<file path="src/rtl/timer_pkg.sv">
// Shared types and default sizes for the timer_gen counter/prescaler slice.
package timer_pkg;

    typedef enum logic [1:0] {
        MODE_FREE    = 2'b00,
        MODE_RELOAD  = 2'b01,
        MODE_ONESHOT = 2'b10,
        MODE_RSVD    = 2'b11
    } timer_mode_e;

    localparam int TIMER_WIDTH_DEF     = 8;
    localparam int TIMER_PSC_WIDTH_DEF = 8;

endpackage

</file>
<file path="src/rtl/timer_prescaler.sv">
// Clock prescaler: one tick every psc+1 enabled cycles; clr restarts the count.
module timer_prescaler
    import timer_pkg::*;
#(
    parameter int PSC_WIDTH = TIMER_PSC_WIDTH_DEF
) (
    input  logic                 clk,
    input  logic                 rst,
    input  logic                 en,
    input  logic                 clr,
    input  logic [PSC_WIDTH-1:0] psc,
    output logic                 tick
);

    logic [PSC_WIDTH-1:0] psc_cnt;

    assign tick = en & ~clr & (psc_cnt == psc);

    // A psc lowered below psc_cnt lets the count run on and wrap naturally.
    always_ff @(posedge clk or posedge rst) begin
        if (rst) begin
            psc_cnt <= '0;
        end else if (clr) begin
            psc_cnt <= '0;
        end else if (en) begin
            if (psc_cnt == psc) begin
                psc_cnt <= '0;
            end else begin
                psc_cnt <= psc_cnt + PSC_WIDTH'(1);
            end
        end
    end

endmodule

</file>
<file path="src/rtl/timer_gen.sv">
// Parametrised up/down timer with prescaler, FREE/RELOAD/ONESHOT modes and sticky status.
// Optional compare output is built when TIMER_CMP_EN is defined.
module timer_gen
    import timer_pkg::*;
#(
    parameter int WIDTH     = TIMER_WIDTH_DEF,
    parameter int PSC_WIDTH = TIMER_PSC_WIDTH_DEF
) (
    input  logic                 clk,
    input  logic                 rst,
    input  logic                 en,
    input  logic                 updown,
    input  logic [1:0]           mode,
    input  logic                 init_cnt,
    input  logic [WIDTH-1:0]     data_in,
    input  logic [PSC_WIDTH-1:0] psc,
    input  logic                 sts_clr,
    output logic [WIDTH-1:0]     cnt,
    output logic                 over,
    output logic                 under,
    output logic                 ovf_sts,
    output logic                 unf_sts,
    output logic                 running
`ifdef TIMER_CMP_EN
    ,
    input  logic [WIDTH-1:0]     cmp_val,
    output logic                 cmp_match
`endif
);

    localparam logic [WIDTH-1:0] MAX = '1;

    logic        tick;
    logic        step;
    timer_mode_e mode_e;

    logic [WIDTH-1:0] cnt_nxt;
    logic             run_nxt;
    logic             ovf_evt;
    logic             unf_evt;

    timer_prescaler #(
        .PSC_WIDTH(PSC_WIDTH)
    ) u_prescaler (
        .clk (clk),
        .rst (rst),
        .en  (en),
        .clr (init_cnt),
        .psc (psc),
        .tick(tick)
    );

    assign mode_e = timer_mode_e'(mode);
    assign step   = tick & running;

    always_comb begin
        cnt_nxt = cnt;
        run_nxt = running;
        ovf_evt = 1'b0;
        unf_evt = 1'b0;
        if (init_cnt) begin
            cnt_nxt = data_in;
            run_nxt = 1'b1;
        end else if (step) begin
            if (updown) begin
                if (cnt == MAX) begin
                    ovf_evt = 1'b1;
                    case (mode_e)
                        MODE_RELOAD:  cnt_nxt = data_in;
                        MODE_ONESHOT: run_nxt = 1'b0;
                        default:      cnt_nxt = '0;
                    endcase
                end else begin
                    cnt_nxt = cnt + WIDTH'(1);
                end
            end else begin
                if (cnt == '0) begin
                    unf_evt = 1'b1;
                    case (mode_e)
                        MODE_RELOAD:  cnt_nxt = data_in;
                        MODE_ONESHOT: run_nxt = 1'b0;
                        default:      cnt_nxt = MAX;
                    endcase
                end else begin
                    cnt_nxt = cnt - WIDTH'(1);
                end
            end
        end
    end

    // Event set outranks a simultaneous software clear.
    always_ff @(posedge clk or posedge rst) begin
        if (rst) begin
            cnt     <= '0;
            running <= 1'b1;
            over    <= 1'b0;
            under   <= 1'b0;
            ovf_sts <= 1'b0;
            unf_sts <= 1'b0;
        end else begin
            cnt     <= cnt_nxt;
            running <= run_nxt;
            over    <= ovf_evt;
            under   <= unf_evt;
            ovf_sts <= ovf_evt | (ovf_sts & ~sts_clr);
            unf_sts <= unf_evt | (unf_sts & ~sts_clr);
        end
    end

`ifdef TIMER_CMP_EN
    always_ff @(posedge clk or posedge rst) begin
        if (rst) begin
            cmp_match <= 1'b0;
        end else begin
            cmp_match <= (init_cnt | step) & (cnt_nxt == cmp_val);
        end
    end
`endif

endmodule

</file>
<file path="config.mk">
export PLATFORM = sky130hd
export DESIGN_NAME = timer_gen
export DESIGN_NICKNAME = d
export VERILOG_FILES = /design/src/rtl/timer_pkg.sv /design/src/rtl/timer_prescaler.sv /design/src/rtl/timer_gen.sv
export SDC_FILE = /design/constraint.sdc
export NUM_CORES = 1
export LEC_CHECK = 0
export CAP_MARGIN = 20
export CORE_ASPECT_RATIO = 0.5
export CORE_UTILIZATION = 51
export DETAILED_ROUTE_END_ITERATION = 7
export MAX_ROUTING_LAYER = met4
export PLACE_DENSITY_LB_ADDON = 0.08
export SLEW_MARGIN = 30
export SYNTH_ARGS = -nofsm -noshare
export SYNTH_HDL_FRONTEND = slang
export SYNTH_HIERARCHICAL = 1
export SYNTH_SLANG_ARGS = --single-unit
</file>
<file path="constraint.sdc">
create_clock -name clk -period 3.1 [get_ports clk]
set_input_delay 0.775 -clock clk [delete_from_list [all_inputs] [get_ports clk]]
set_output_delay 0.775 -clock clk [all_outputs]
set_load 0.005 [all_outputs]
</file>
==> results.sh <==
export IMPL_status="completed"
export IMPL_ioPinCount=37
export IMPL_slew_viol_final=0
export IMPL_netlist_top_cells_area="dfrtp_1 29%, xnor2_1 6.2%, o21ai_0 5.6%"
export IMPL_core_area_um2=3080
export IMPL_routedWlPerCell_um=16.0
export IMPL_rsz0062_at_grt="false"
export IMPL_hold_depth=1
export IMPL_rr_startpoint="cnt[0]"
export IMPL_numCtsBuffers=3
export IMPL_vias=1728
export IMPL_portBuffers=36
export IMPL_max_freq_ghz=0.378
export IMPL_avgSynthCellArea_um2=8.46
export IMPL_die_area_um2=3580
export IMPL_reg2reg_to="cnt[2]"
export IMPL_finalWirelength_um=4420
export IMPL_fillers=259
export IMPL_dr_pass1_iters=5
export IMPL_cp_buffers_inverters=2
export IMPL_power_density_nw_per_um2=352
export IMPL_drc=0
export IMPL_finalCritPeriodShare_pct=85.4
export IMPL_reg2reg_setup_slack_ps=640
export IMPL_dp_cells=273
export IMPL_worstPathArrival_ps=2800
export IMPL_cp_cell_sequence="clkdlybuf4s50_1, xnor2_1, nand4_4, nor3_1, buf_4, a31o_2, a41o_4, o21ai_0, a22o_1"
export IMPL_required_ps=3250
export IMPL_setup_tns_ps=0
export IMPL_synth_ff_latch_count=21
export IMPL_hpwl_um=3310
export IMPL_worst_path_dominant_cell_family="compound AO/OA/AOI/OAI gates"
export IMPL_rows=14
export IMPL_tightest_slew_ps=575
export IMPL_diodes=0
export IMPL_grt_antenna_before_repair=0
export IMPL_drtIter0Drc=70
export IMPL_postCtsResizedCells=0
export IMPL_yosysWarnings=6
export IMPL_die_h_um=42.8
export IMPL_skew_ps=2.81
export IMPL_die_x_um=83.7
export IMPL_vias_per_cell=6.24
export IMPL_holdBufCountCts=0
export IMPL_hold_path_class="flip-flop to flip-flop"
export IMPL_drive_gt1_share_pct=8.86
export IMPL_cts_root_buf="clkbuf_8"
export IMPL_cts_max_level=1
export IMPL_synthCells=201
export IMPL_final_hold_viol_count=0
export IMPL_grt_total_usage_pct=27.4
export IMPL_p_leak_uw=0.000814
export IMPL_slowest_stage="clkdlybuf4s50_1"
export IMPL_finalPower_uw=752
export IMPL_ys_types=54
export IMPL_synth_async_reset_ratio_pct=100
export IMPL_final_cells=277
export IMPL_overflow=0
export IMPL_grt_max_degree=17
export IMPL_clk_latency_ps=260
export IMPL_globalplace_congestion=0.866
export IMPL_setup_slack_ps=453
export IMPL_synth_edf_count=0
export IMPL_postCtsSetupBuffers=0
export IMPL_start_util_pct=55.2
export IMPL_syn_cell_area_um2=1700
export IMPL_critPathMaxFanout=16
export IMPL_post_route_min_period_ps=2650
export IMPL_grt_pass1_vias=1624
export IMPL_antenna_left=0
export IMPL_tritoncts="done"
export IMPL_r2r_cells=7
export IMPL_hold_path_end="ovf_sts"
export IMPL_path_clk_slew_ps=80
export IMPL_cp_start_kind="primary input"
export IMPL_synth_fp_nets=229
export IMPL_clock_sinks=21
export IMPL_clk_path_buf_depth=2
export IMPL_syn_to_final_growth_pct=25.5
export IMPL_max_slew_margin_pct=61.5
export IMPL_grt_pass1_wl_um=7500
export IMPL_synth_top_area_share_pct=29.4
export IMPL_synthFlopType="dfrtp_1"
export IMPL_timing_critical_path_slowest_cell_delay_ps=420
export IMPL_worst_setup_path_type="primary input to flip-flop"
export IMPL_seq_area_frac_synth_pct=31.0
export IMPL_post_place_ws_ps=190
export IMPL_fin_nets=266
export IMPL_cap_violations=0
export IMPL_setup_viol=0
export IMPL_end_kind="flip-flop"
export IMPL_irDropWorstVdd_mv=0.213
export IMPL_min_from="ovf_sts"
export IMPL_synth_largest_area_cell="dfrtp_1"
## logic make-up after synthesis
kind of cell               Yosys count  synth area share (%)
DFF                                 21                  31.0
AOI/OAI and AO/OA                   65                  27.9
and+or+nand+nor                     81                  26.5
xor gates and xnor gates            13                  6.70
buffers and inverters               17                  5.00
adders and majority gates            4                  2.94
## stage by stage
stage          util [%]  cell area [um^2]  hold slack, ps
6_report           69.2              2130             477
5_1_grt            69.2              2130             492
4_1_cts            69.2              2130             482
3_5_place_dp       67.8              2090             464
3_3_place_gp       67.8              2090             461
2_1_floorplan         -              1700             474
## layout by cell type (no fill, tap or decap), drive strengths merged, types with 4 or more instances in the layout
cell type | synthesis | routed
o311ai | 6 | 6
dfrtp | 20 | 20
o211ai | 6 | 6
nand4 | 4 | 4
a22o | 4 | 4
xnor2 | 12 | 12
a21o | 4 | 4
o21ai | 19 | 19
nand2b | 6 | 6
inv | 9 | 9
nor3 | 8 | 8
buf | 5 | 4
clkdlybuf4s50 | 0 | 36
nor2 | 9 | 9
ha | 4 | 4
nand3 | 7 | 7
a21oi | 7 | 7
clkbuf | 3 | 4
nand2 | 23 | 23
## how the worst max path moves through the flow
stage,from,cells after the start,endpoint,slack [ps]
6_report,psc[1],9,cnt[5],450
4_1_cts,psc[1],9,cnt[5],450
5_1_grt,psc[1],9,cnt[5],350
2_1_floorplan,cnt[4],7,cnt[2],700
3_3_place_gp,psc[1],9,cnt[5],280
3_5_place_dp,psc[1],9,cnt[5],190
## final cells by class
cell class / count / area (um^2) / area share (%)
Timing Repair Buffer: 40 / 390 / 18.3
Tap cell: 40 / 50.0 / 2.34
Multi-Input combinational cell: 163 / 1090 / 51.0
Sequential cell: 21 / 527 / 24.7
Inverter: 9 / 33.8 / 1.58
Clock buffer: 4 / 45.0 / 2.11
## report_power, final
group / switching [uW] / total (uW) / internal [uW]
combinational: 106 / 229 / 123
sequential: 45.9 / 337 / 291
clock: 93.3 / 185 / 91.7
total: 245 / 752 / 507
## cells in the mapped netlist, types with 4 or more instances
cell type,number
inv_1,9
o21ai_0,19
nor3_1,8
a21oi_1,7
o211ai_1,6
a21o_1,4
xnor2_1,12
nand2b_1,6
nor2_1,9
ha_1,4
nand3_1,7
nand2_1,23
o311ai_0,5
dfrtp_1,20
## per-layer routing
metal / global-route usage (%) / vias to the layer above / wire length, um
met5: - / - / 0
met4: 8.14 / 0 / 27
met3: 6.23 / 4 / 305
met2: 46.2 / 70 / 2150
met1: 33.6 / 836 / 1940
li1: - / 818 / -
## sequential cells by signal (all words and copies together) (netlist names)
signal	cells
under	1
u_prescaler/psc_cnt	8
running	1
ovf_sts	1
unf_sts	1
over	1
cnt	8
No activity file was read; power rests on OpenSTA's default activity.
